[config.mk]
export PLATFORM = sky130hd
export DESIGN_NAME = ksa_share_sched
export DESIGN_NICKNAME = d
export VERILOG_FILES = /design/src/rtl/ksa_pkg.sv /design/src/rtl/ksa_level_step.sv /design/src/rtl/ksa_share_sched.sv
export SDC_FILE = /design/constraint.sdc
export NUM_CORES = 1
export LEC_CHECK = 0
export ABC_AREA = 1
export CORE_MARGIN = 1.5
export CORE_UTILIZATION = 55
export DETAILED_ROUTE_END_ITERATION = 8
export GPL_TIMING_DRIVEN = 0
export PLACE_DENSITY = 0.85
export REMOVE_ABC_BUFFERS = 1
export SYNTH_ARGS = -nofsm -noshare
export SYNTH_HDL_FRONTEND = slang
export SYNTH_SLANG_ARGS = --single-unit
[constraint.sdc]
create_clock -name clk -period 6.4 [get_ports clk]
set_input_delay 1.28 -clock clk [delete_from_list [all_inputs] [get_ports clk]]
set_output_delay 1.28 -clock clk [all_outputs]
set_load 0.02 [all_outputs]
[src/rtl/ksa_pkg.sv]
`default_nettype none
// ============================================================================
// Module  : ksa_pkg
// Purpose : Shared definitions for the shared iterative Kogge-Stone adder:
//           controller state encoding, requester count, parameter defaults
//           and a helper that sizes the prefix-level counter.
// Ports   : none (package)
// Revision: 1.0 - initial release
// ============================================================================
package ksa_pkg;

  localparam int NREQ     = 2;
  localparam int W_DEF    = 32;
  localparam int CNTW_DEF = 16;

  typedef enum logic [1:0] {
    IDLE = 2'd0,
    LVL  = 2'd1,
    RESP = 2'd2
  } state_e;

  // Width of a counter that indexes 0..levels-1; never narrower than 1 bit.
  function automatic int k_width(input int levels);
    return (levels > 1) ? $clog2(levels) : 1;
  endfunction

endpackage
`default_nettype wire

[src/rtl/ksa_level_step.sv]
`default_nettype none
// ============================================================================
// Module  : ksa_level_step
// Purpose : One Kogge-Stone prefix level, purely combinational. Every level's
//           combine network is built side by side and the level index k
//           selects which one drives the outputs, so a single step module
//           serves all LOG2W levels of the iteration.
// Ports   : p_i, g_i  - working propagate / generate vectors
//           k_i       - level index; combine distance is 2**k_i
//           p_o, g_o  - vectors after this level
// Revision: 1.0 - initial release
// ============================================================================
module ksa_level_step
  import ksa_pkg::*;
#(
  parameter int W     = W_DEF,
  parameter int LOG2W = $clog2(W),
  parameter int KW    = k_width(LOG2W)
) (
  input  logic [W-1:0]  p_i,
  input  logic [W-1:0]  g_i,
  input  logic [KW-1:0] k_i,
  output logic [W-1:0]  p_o,
  output logic [W-1:0]  g_o
);

  logic [W-1:0] w_p_lvl [LOG2W];
  logic [W-1:0] w_g_lvl [LOG2W];

  for (genvar l = 0; l < LOG2W; l++) begin : g_lvl
    localparam int D = 1 << l;
    for (genvar i = 0; i < W; i++) begin : g_bit
      if (i >= D) begin : g_black
        // Black cell: merge this group with the group D bits below.
        assign w_g_lvl[l][i] = g_i[i] | (p_i[i] & g_i[i-D]);
        assign w_p_lvl[l][i] = p_i[i] & p_i[i-D];
      end else begin : g_buf
        // Nothing D bits below: the group is already complete, pass through.
        assign w_g_lvl[l][i] = g_i[i];
        assign w_p_lvl[l][i] = p_i[i];
      end
    end
  end

  always_comb begin
    p_o = p_i;
    g_o = g_i;
    for (int l = 0; l < LOG2W; l++) begin
      if (k_i == KW'(l)) begin
        p_o = w_p_lvl[l];
        g_o = w_g_lvl[l];
      end
    end
  end

endmodule
`default_nettype wire

[src/rtl/ksa_share_sched.sv]
`default_nettype none
// ============================================================================
// Module  : ksa_share_sched
// Purpose : Iterative Kogge-Stone adder shared by two requesters. A
//           round-robin arbiter grants one request in IDLE, the prefix tree
//           is evaluated one level per clock, and the result is returned on
//           a valid/ready channel tagged with the requester id.
// Ports   : clk, rst_n             - clock, async active-low reset
//           req_valid/req_ready    - per-requester handshake (2 bits)
//           req_a, req_b, req_cin  - operands, requester i at [i*W +: W]
//           rsp_valid/rsp_ready    - result handshake
//           rsp_id, rsp_sum,
//           rsp_cout               - result owner and A+B+cin
//           busy                   - controller not in IDLE
//           done_cnt               - completed responses, wrapping
// Revision: 1.0 - initial release
// ============================================================================
module ksa_share_sched
  import ksa_pkg::*;
#(
  parameter int W     = W_DEF,
  parameter int LOG2W = $clog2(W),
  parameter int CNTW  = CNTW_DEF
) (
  input  logic                clk,
  input  logic                rst_n,
  input  logic [NREQ-1:0]     req_valid,
  output logic [NREQ-1:0]     req_ready,
  input  logic [NREQ*W-1:0]   req_a,
  input  logic [NREQ*W-1:0]   req_b,
  input  logic [NREQ-1:0]     req_cin,
  output logic                rsp_valid,
  input  logic                rsp_ready,
  output logic                rsp_id,
  output logic [W-1:0]        rsp_sum,
  output logic                rsp_cout,
  output logic                busy,
  output logic [CNTW-1:0]     done_cnt
);

  localparam int            KW     = k_width(LOG2W);
  localparam logic [KW-1:0] K_LAST = KW'(LOG2W - 1);

  state_e          state_q, state_d;
  logic            rr_last_q;
  logic            id_q;
  logic [W-1:0]    p0_q;
  logic [W-1:0]    p_q;
  logic [W-1:0]    g_q;
  logic            cin_q;
  logic [KW-1:0]   k_q;
  logic [W-1:0]    sum_q;
  logic            cout_q;
  logic [CNTW-1:0] done_cnt_q;

  logic            w_grant;
  logic            w_accept;
  logic            w_rsp_fire;
  logic [W-1:0]    w_a;
  logic [W-1:0]    w_b;
  logic            w_cin;
  logic [W-1:0]    w_p_init;
  logic [W-1:0]    w_g_init;
  logic [W-1:0]    w_p_next;
  logic [W-1:0]    w_g_next;

  // --------------------------------------------------------------------------
  // Arbitration and operand selection
  // --------------------------------------------------------------------------
  // With both pending, the requester not served last wins; otherwise the
  // lone pending requester (bit 1 if it is the one set) is granted.
  assign w_grant    = (req_valid == 2'b11) ? ~rr_last_q : req_valid[1];
  assign w_accept   = (state_q == IDLE) && (|req_valid);
  assign w_rsp_fire = (state_q == RESP) && rsp_ready;

  assign w_a   = w_grant ? req_a[2*W-1:W] : req_a[W-1:0];
  assign w_b   = w_grant ? req_b[2*W-1:W] : req_b[W-1:0];
  assign w_cin = w_grant ? req_cin[1]     : req_cin[0];

  // Folding cin into bit 0's generate makes every prefix g[i] the carry out
  // of bit i including cin, so no extra carry-in handling is needed later.
  assign w_p_init = w_a ^ w_b;
  assign w_g_init = {w_a[W-1:1] & w_b[W-1:1],
                     (w_a[0] & w_b[0]) | (w_p_init[0] & w_cin)};

  ksa_level_step #(
    .W     (W),
    .LOG2W (LOG2W),
    .KW    (KW)
  ) u_step (
    .p_i (p_q),
    .g_i (g_q),
    .k_i (k_q),
    .p_o (w_p_next),
    .g_o (w_g_next)
  );

  // --------------------------------------------------------------------------
  // FSM: state register
  // --------------------------------------------------------------------------
  always_ff @(posedge clk or negedge rst_n) begin
    if (!rst_n) begin
      state_q <= IDLE;
    end else begin
      state_q <= state_d;
    end
  end

  // --------------------------------------------------------------------------
  // FSM: next state
  // --------------------------------------------------------------------------
  always_comb begin
    state_d = state_q;
    case (state_q)
      IDLE:    if (w_accept)        state_d = LVL;
      LVL:     if (k_q == K_LAST)   state_d = RESP;
      RESP:    if (w_rsp_fire)      state_d = IDLE;
      default:                      state_d = IDLE;
    endcase
  end

  // --------------------------------------------------------------------------
  // FSM: outputs
  // --------------------------------------------------------------------------
  always_comb begin
    req_ready = '0;
    if (w_accept) begin
      req_ready[w_grant] = 1'b1;
    end
    busy      = (state_q != IDLE);
    rsp_valid = (state_q == RESP);
  end

  // --------------------------------------------------------------------------
  // Datapath and counter
  // --------------------------------------------------------------------------
  always_ff @(posedge clk or negedge rst_n) begin
    if (!rst_n) begin
      rr_last_q  <= 1'b1;
      id_q       <= 1'b0;
      p0_q       <= '0;
      p_q        <= '0;
      g_q        <= '0;
      cin_q      <= 1'b0;
      k_q        <= '0;
      sum_q      <= '0;
      cout_q     <= 1'b0;
      done_cnt_q <= '0;
    end else begin
      if (w_accept) begin
        id_q      <= w_grant;
        rr_last_q <= w_grant;
        p0_q      <= w_p_init;
        p_q       <= w_p_init;
        g_q       <= w_g_init;
        cin_q     <= w_cin;
        k_q       <= '0;
      end else if (state_q == LVL) begin
        p_q <= w_p_next;
        g_q <= w_g_next;
        k_q <= k_q + 1'b1;
        if (k_q == K_LAST) begin
          // Carry into bit i is the full prefix generate of bits i-1..0.
          sum_q  <= p0_q ^ {w_g_next[W-2:0], cin_q};
          cout_q <= w_g_next[W-1];
        end
      end
      if (w_rsp_fire) begin
        done_cnt_q <= done_cnt_q + 1'b1;
      end
    end
  end

  assign rsp_id   = id_q;
  assign rsp_sum  = sum_q;
  assign rsp_cout = cout_q;
  assign done_cnt = done_cnt_q;

endmodule
`default_nettype wire

After elaboration in Yosys (flattened, before gate mapping)
Cells that the tools add are included.
{"block": "op_classes", "n_addsub": 2, "magnitude_cmp": 2, "eq_ne": 14, "muxes": 27, "n_bitwise": 395, "n_reduce_logical": 20}
{"op": "$mux W32", "count": 16}
{"op": "$and A1 B1 Y1", "count": 260}
{"op": "$or A1 B1 Y1", "count": 130}
{"op": "$xor A32 B32 Y32", "count": 2}
{"op": "$and A31 B31 Y31", "count": 1}
{"op": "$add A16 B1 Y16 const B", "count": 1}
{"op": "$ne A2 B2 Y1 const B", "count": 6}
{"op": "$reduce_and A3 Y1", "count": 3}
{"op": "$mux W2", "count": 4}
{"op": "$eq A3 B2 Y1 const B", "count": 2}
{"op": "$mux W3", "count": 2}
{"op": "$pmux W2 S3", "count": 1}
{"op": "$reduce_and A6 Y1", "count": 1}
{"op": "$reduce_bool A2 Y1", "count": 3}
{"op": "$reduce_bool A6 Y1", "count": 1}
{"op": "$reduce_and A5 Y1", "count": 1}
{"op": "$reduce_bool A5 Y1", "count": 1}
{"op": "$eq A2 B2 Y1 const B", "count": 2}
{"op": "$reduce_and A4 Y1", "count": 1}
{"op": "$reduce_bool A4 Y1", "count": 1}
{"op": "$add A3 B1 Y3 const B", "count": 1}
{"op": "$eq A3 B1 Y1 const B", "count": 1}
{"op": "$eq A3 B3 Y1 const B", "count": 1}
{"op": "$logic_and A1 B1 Y1", "count": 3}
{"op": "other kinds (12)", "count": 15}
{"block": "word_totals", "register_bits": 153, "output_inout_bits": 54}

Longest topological paths before layout
Gate-level depths: netlist of run 1.
{"block": "depth", "depth_word": 9, "ltp_mapped": 13, "mapped_depth_nobuf": 12}

Modules after synthesis
From an unflattened synthesis of run 1, not the netlist that was laid out.
{"block": "hier_totals", "hier_cells": 1531, "area_unflattened_um2": 10425.0}
{"module": "ksa_share_sched", "n_inst": 1, "cells_per_inst": 1004, "area_per_inst_um2": 7962.6, "seq_area_each_um2": 3829.9}
{"module": "ksa_level_step", "n_inst": 1, "cells_per_inst": 527, "area_per_inst_um2": 2462.4, "seq_area_each_um2": 0.0}

Worst setup path before layout of run 1
Ideal clock, no wire load.
{"block": "synth_path", "kind": "input -> output", "start": "input req_valid[0]", "end": "output req_ready[0]", "arrival_ns": 1.975, "slack_ns": 3.145, "cell_stages": 5, "cell_sequence": "inv_1 -> nand2_1 -> nand2_1 -> clkbuf_1 -> nor2_1"}
{"block": "synth_via", "elab_chain_len": 7, "elab_cells_between_ends": 10, "classes_between": "2 x order compare; 1 x eq/ne; 4 x mux; 3 x reduce/logical"}
{"element": "from (decl)", "line_no": "ksa_share_sched.sv:27", "text": "input logic [NREQ-1:0] req_valid,"}
{"element": "$eq A2 B2 Y1", "line_no": "ksa_share_sched.sv:72", "text": "assign w_grant = (req_valid == 2'b11) ? ~rr_last_q : req_valid[1];"}
{"element": "$mux W1", "line_no": "ksa_share_sched.sv:72"}
{"element": "$lt A1 B2 Y1 (implied by the code) or $ge A1 B1 Y1 (tied branches)", "line_no": "ksa_share_sched.sv:128", "text": "req_ready[w_grant] = 1'b1;"}
{"element": "$logic_and A1 B1 Y1 (implied by the code)", "line_no": "ksa_share_sched.sv:128"}
{"element": "$mux W1 (implied by the code)", "line_no": "ksa_share_sched.sv:128"}
{"element": "$demux W1 S1", "line_no": "ksa_share_sched.sv:128"}
{"element": "$mux W2 *", "line_no": "ksa_share_sched.sv:127", "text": "if (w_accept) begin"}
{"element": "to (decl)", "line_no": "ksa_share_sched.sv:28", "text": "output logic [NREQ-1:0] req_ready,"}
Every way passes the cells marked *; elsewhere a longest branch is shown, timed or not.

Final worst setup path of run 1
Ends and elaborated chain as after synthesis.

==> results of run 1 <==
## state kept, by name (all words and copies together) (netlist names), 2 cells and up
name / count
state_q: 2
p_q: 32
rsp_sum: 32
g_q: 32
k_q: 3
p0_q: 32
done_cnt: 16
## how the worst max path moves through the flow
stage / start / to / slack (ns)
final: req_valid[0] / req_ready[0] / 1.65
after global placement: rst_n / rsp_sum[15] / -2.26
after CTS: req_valid[0] / req_ready[0] / 1.62
after detailed placement: req_valid[0] / req_ready[0] / 1.63
after global routing: req_valid[0] / req_ready[0] / 1.44
after floorplan: req_valid[0] / req_ready[0] / 1.18
## logic make-up (layout without fill, tap and decap cells)
kind of cell    after synthesis  after routing
buf+inv                     214            364
xor+xnor                     13             13
flops                       153            153
compound gates              245            245
fa+ha+maj                    38             38
simple gates                924            924
## cell usage in the layout, fill, tap and decap left out, types with 2 or more instances in the layout
cell             count
nand2_1            685
clkdlybuf4s50_1    187
dfrtp_1            152
nand3_1            136
inv_1              127
o21ai_0             82
a21oi_1             82
o211ai_1            56
nor2_1              42
ha_1                37
nand4_1             34
clkbuf_16           17
o21bai_1            15
xnor2_1              9
inv_2                9
nor3_1               7
nor2_2               6
nand2_2              6
nor2_4               6
inv_6                5
xor2_1               4
inv_8                4
a31oi_1              3
clkinv_2             3
buf_16               3
buf_12               3
o21a_1               2
nand3_2              2
## metal layers
layer	wire length (um)	vias up	track usage, %
met5	0	-	0
met1	13970	5239	45.22
met2	15650	614	56.14
met4	966	0	13.67
met3	3163	79	6.412
li1	-	5443	-
## report_power, final
group,switching [mW],internal [mW],total [mW]
registers,0.470,1.41,1.88
clock network,0.474,0.514,0.988
logic,2.62,1.34,3.96
total,3.57,3.26,6.83
## worst register-to-register path, stage by stage (launching register included)
cell and delay (ns):
dfrtp_1 0.40, inv_1 0.10, ha_1 0.91, nand2_2 0.89, nand3_2 0.37, o21ai_4 0.17, a21oi_1 0.34, nand2_1 0.15
nand2_1 0.09, nand2_1 0.05
## cell type report
type / count / area, um2 / area share [%]
Sequential cell: 153 / 3830 / 29.27
Inverter: 137 / 516.7 / 3.949
Multi-Input combinational cell: 1220 / 5844 / 44.66
Clock buffer: 17 / 425.4 / 3.251
Clock inverter: 15 / 136.4 / 1.042
Timing Repair Buffer: 195 / 2041 / 15.59
Tap cell: 234 / 292.8 / 2.237
==> metrics.md, run 1 <==
| Metric | Value |
|---|---|
| Ranking of synthesized cells by area | dfrtp_1, nand2_1, nand3_1, inv_1, ha_1 |
| Clk_skew | 0.008712 ns |
| Fin crit period | around 4.8 ns |
| Routability Congestion | about 1 |
| Drt wl/cell | about 17 um |
| Vias/cell | between 5 and 6 |
| Rows | 50 |
| Status | finished clean |
| Pre-CTS WS | approximately 1.6 ns |
| Post-synthesis adder-cell area fraction | 4.514% |
| First-pass DRT Iterations | 7 |
| Most common cell in the netlist | nand2_1 |
| Power, Total | slightly below 7 mW |
| Skew-Pair Late Insertion Delay | approximately 0.44 ns |
| Final core utilization | a little over two thirds |
| Initial Utilization | 56.12% |
| CTS Hold Bufs | 0 |
| Post-Syn Area | about 11000 um2 |
| Total GRT Usage | 34.32% |
| Setup WS post-layout | ~1.6 ns |
| Worst Setup End Kind | output pin |
| Fin. max-slew vios | 0 |
| CTS tree | done |
| Routed Antenna Nets | 0 |
| Worst-path fanout max | 29 |
| Largest net degree at the start of global routing | 87 |
| Critical path startpoint category | input pin |
| Yosys warns | 0 |
| DR DRC count | 0 |
| Layout overhead on the synthesized area | 24.25% |
| Worst Tran Pin Value | between 1 and 1.5 ns |
| Clk buf depth | 2 |
| Die W | about 140 um |
| Peak supply drop | 0.2741 mV |
| Post-synth EDFFs | 0 |
| Sink Count | about 150 |
| Buf/Inv on CP | 3 |
| Leading area contributor after synthesis | dfrtp_1 |
| Fill count | about 1600 |
| IO Pins | ~190 |
| Endpoints failing setup | 0 |
| Top post-synthesis cells by count | nand2_1, dfrtp_1, nand3_1 |
| Post-CTS Setup Inserts | 0 |
| PwrDens | about 520 nW/um2 |
| Final net count | roughly 1900 |
| PostCTS Resize Cnt | 0 |
| Core area | around 19000 um2 |
| Htree depth | 4 |
| DIE AREA | ~20000 um2 |
| Final period utilization | between 70 and 80% |
| Remaining global-route overflow | 0 |
| Num CTS Buffers | 17 |
| Leak Pwr | about 6.5 nW |
| Fmax | between 200 and 250 MHz |
| Post-synthesis sequential area ratio | ~36% |
| Setup slack, reg-to-reg | between 2 and 3 ns |
| Worst R2R Path Depth | 9 |
| Hold slack | around 0.48 ns |
| Initial antenna violation count | 0 |
| Crit path depth | 6 |
| Global-route wire length before repair | approximately 54 mm |
| R2R Path End | p_q[23] |
| Post-synthesis xor/xnor area fraction | 1.081% |
| Asr flop ratio synth | between 90% and 100% |
| Final Hold Viols | 0 |
| Dpl cells | between 1500 and 2000 |
| Die Ht | around 140 um |
| Syn avg cell area | ~6.6 um2 |
| Vias | about 11000 |
| CP dominant cell by count | clkdlybuf4s50_1 |
| Reg2reg start | k_q[1] |
| Synth Area in Compound Gates | 13.60% |
| Setup TNS | 0 ns |
| Maxcap violations | 0 |
| Hold WC Path Type | flop to flop |
| CP max stage cell | clkdlybuf4s50_1 |
| Worst path required time | 5.12 ns |
| Routed WL | ~34 mm |
| Finished Layout Cells | ~2000 |
| Detailed Place HPWL | 23.80 mm |
| Synth top area share | between 30 and 40% |
| Hold Startpoint | rsp_sum[24] |
| Main synth FF type | dfrtp_1 |
| WP data arrival | approximately 3.5 ns |
| Share of layout cells above drive strength 1 | 4.203% |
| Diode count | 0 |
| Seq cells post-synth | about 150 |
| Crit path cell chain | clkdlybuf4s50_1 -> nand2_1 -> nand2_2 -> inv_2 -> nor2_1 -> clkdlybuf4s50_1 |
| Crit path max-delay family | buffers and inverters |
| RSZ-0062 raised after global routing | false |
| PortBufs | 188 |
| Mux contribution to synthesized area | 0% |
| Hold depth | 2 |
| Slowest stage delay, CP | ~0.62 ns |
| Iter 0 DRT Violations | 1039 |
| Critical path type | input pin to output pin |
| Slew headroom | just under 8% |
| Worst Hold Path EP | rsp_sum[24] |
| Post-Synth Simple-Gate Area | 36.08% |
| Post-synthesis cell count | between 1500 and 2000 |
| Largest family of logic cells by synthesized area | simple AND/OR/NAND/NOR gates |
| Clock-pin slew on the worst setup and hold paths | about 0.070 ns |
| Vias in the first global route | between 10000 and 15000 |
| CTS Root Cell | clkbuf_16 |
| Synth unique cells | 32 |
| Post-DP Area | about 13000 um2 |
| Final instance area | about 13000 um2 |
(Power assumes the default switching activity.)
==> run 2, diff against run 1 <==
--- a/config.mk
+++ b/config.mk
@@ -7,10 +7,10 @@
 export LEC_CHECK = 0
 export ABC_AREA = 1
 export CORE_MARGIN = 1.5
-export CORE_UTILIZATION = 55
+export CORE_UTILIZATION = 49
 export DETAILED_ROUTE_END_ITERATION = 8
 export GPL_TIMING_DRIVEN = 0
-export PLACE_DENSITY = 0.85
+export PLACE_DENSITY = 0.8
 export REMOVE_ABC_BUFFERS = 1
 export SYNTH_ARGS = -nofsm -noshare
 export SYNTH_HDL_FRONTEND = slang
==> constraint.sdc (replaced) <==
create_clock -name clk -period 4.35 [get_ports clk]
set_input_delay 0.87 -clock clk [delete_from_list [all_inputs] [get_ports clk]]
set_output_delay 0.87 -clock clk [all_outputs]
set_load 0.02 [all_outputs]
==> run 2 against run 1 <==
Flip-flop and latch count is the same. Clock power up 52%. Final cell count grew 2.1%. Die area is 12% higher. Critical path type is now input pin to flop. Sequential share of layout area decreased by 0.16 points. Sequential power up 47%. First-iteration DRC count up 6.4%. Total power increased by 47%. Worst hold slack got worse by 0.066 ns. Combinational power up 46%. Design area increased by 0.54%. Critical path depth up 7. Critical endpoint is now p_q[23]. Largest cell class unchanged.
==> metrics.md, run 2 (synthesized netlist as in run 1, its figures left out) <==
| Metric | Value |
|---|---|
| CTS tree | done |
| Critical path type | input pin to flop |
| Endpoints failing setup | 0 |
| Final period utilization | between 90% and 100% |
| Die W | roughly 150 um |
| CTS Hold Bufs | 0 |
| Most frequent cells in the layout | nand2_1, clkdlybuf4s50_1, dfrtp_1 |
| Final Hold Viols | 0 |
| Share of layout cells above drive strength 1 | ~4.2% |
| Sink Count | roughly 150 |
| Initial antenna violation count | 1 |
| Fill count | between 1500 and 2000 |
| Vias in the first global route | roughly 11000 |
| Post-CTS Setup Inserts | 0 |
| Hold WC Path Type | input pin to asynchronous set/reset pin |
| Worst Tran Pin Value | about 1.4 ns |
| Clk_skew | 0.005554 ns |
| Vias/cell | ~5.6 |
| Peak supply drop | roughly 0.42 mV |
| Setup WS post-layout | ~0.37 ns |
| Routed WL | about 34 mm |
| Worst-path fanout max | between 70 and 80 |
| CTS Root Cell | clkbuf_16 |
| Skew-Pair Late Insertion Delay | approximately 0.44 ns |
| Routability Congestion | 0.9656 |
| Layout overhead on the synthesized area | 24.91% |
| Detailed Place HPWL | approximately 24 mm |
| Htree depth | 4 |
| PostCTS Resize Cnt | 0 |
| Global-route wire length before repair | roughly 54 mm |
| Total GRT Usage | a little under a third |
| Crit path from | req_valid[0] |
| Leak Pwr | approximately 6.5 nW |
| WP data arrival | about 4.3 ns |
| Remaining global-route overflow | 0 |
| Worst Setup End Kind | flop |
| Most common cell after layout, fill and taps aside | nand2_1 |
| DR DRC count | 0 |
| Status | finished clean |
| Slew headroom | roughly 7.5% |
| RSZ-0062 raised after global routing | false |
| Fin crit period | ~4.0 ns |
| PortBufs | roughly 190 |
| Drt wl/cell | roughly 17 um |
| Rows | between 50 and 60 |
| Clock-pin slew on the worst setup and hold paths | roughly 0.070 ns |
| Core area | around 21000 um2 |
| Pre-CTS WS | between 0.0006 and 0.0007 ns |
| DIE AREA | about 22000 um2 |
| Worst path required time | between 4 and 5 ns |
| Iter 0 DRT Violations | about 1100 |
| Critical path startpoint category | input pin |
| IO Pins | 189 |
| Setup slack, reg-to-reg | between 0.7 and 0.8 ns |
| Routed Antenna Nets | 0 |
| Num CTS Buffers | 17 |
| PwrDens | between 700 and 800 nW/um2 |
| Diode count | 0 |
| Largest net degree at the start of global routing | 90 |
| Die Ht | between 100 and 150 um |
| Vias | around 11000 |
| Clk buf depth | 2 |
| Maxcap violations | 0 |
| Hold slack | roughly 0.4 ns |
| Initial Utilization | 50.10% |
| First-pass DRT Iterations | 6 |
| Worst R2R Path Depth | 9 |
| Reg2reg start | k_q[1] |
| Final net count | between 1500 and 2000 |
| Fin. max-slew vios | 0 |
| Fmax | around 250 MHz |
## run 2: cell count changes in the layout (fill, tap and decap cells not counted), sizes merged
| cell | before | now |
|---|---|---|
| inv | 146 | 143 |
| clkbuf | 17 | 19 |
| bufinv | 0 | 1 |
## run 2: per-stage QoR
stage	std cells	total power [mW]	setup TNS [ns]	cell area [um2]	utilization [%]
3_3_place_gp	1973	8.203	-752.28	12390	58.95
6_report	2012	10.06	0	13160	62.59
4_1_cts	2012	9.961	0	13160	62.59
5_1_grt	2012	10.86	0	13160	62.59
3_5_place_dp	1980	8.423	0	12570	59.80
2_1_floorplan	1510	6.339	-0.04801	10170	-
## run 2: power by group
| group | total, mW | internal, mW | switching [mW] |
|---|---|---|---|
| Combinational | 5.80 | 1.97 | 3.82 |
| Sequential | 2.77 | 2.07 | 0.692 |
| Clock | 1.50 | 0.834 | 0.667 |
| Total | 10.1 | 4.88 | 5.18 |
## run 2: metal layers
metal,track usage (%),up-vias,wire length (um)
met4,12.72,0,1107
li1,-,5424,-
met5,0,-,0
met1,40.82,5239,14250
met3,6.677,86,3088
met2,49.08,565,15120
## run 2: final cells by class
class	instances	area, um2	share of cell area, %
sequential	153	3830	29.11
clock inverter	13	132.6	1.008
tap	275	344.1	2.615
clock buffer	19	452.9	3.443
inverter	137	516.7	3.928
multi-input combinational	1220	5839	44.38
timing repair buffer	195	2041	15.51
## run 2: path summary, 6_finish.rpt
kind | to
min reg2reg | rsp_sum[4]
min | done_cnt[4]
max | p_q[23]
min in group clk | rsp_sum[4]
max reg2reg | p_q[23]
max in group asynchronous | g_q[16]
## run 2: critical path: stages
cell and delay [ns]:
clkdlybuf4s50_1 0.49, inv_1 0.05, nand2_1 0.08, nand2_1 0.35
inv_4 0.50, buf_16 0.32, nor2_2 0.09, inv_2 0.60
o21ai_4 0.29, a21oi_1 0.34, nand2_1 0.14, nand2_1 0.10
nand2_1 0.05
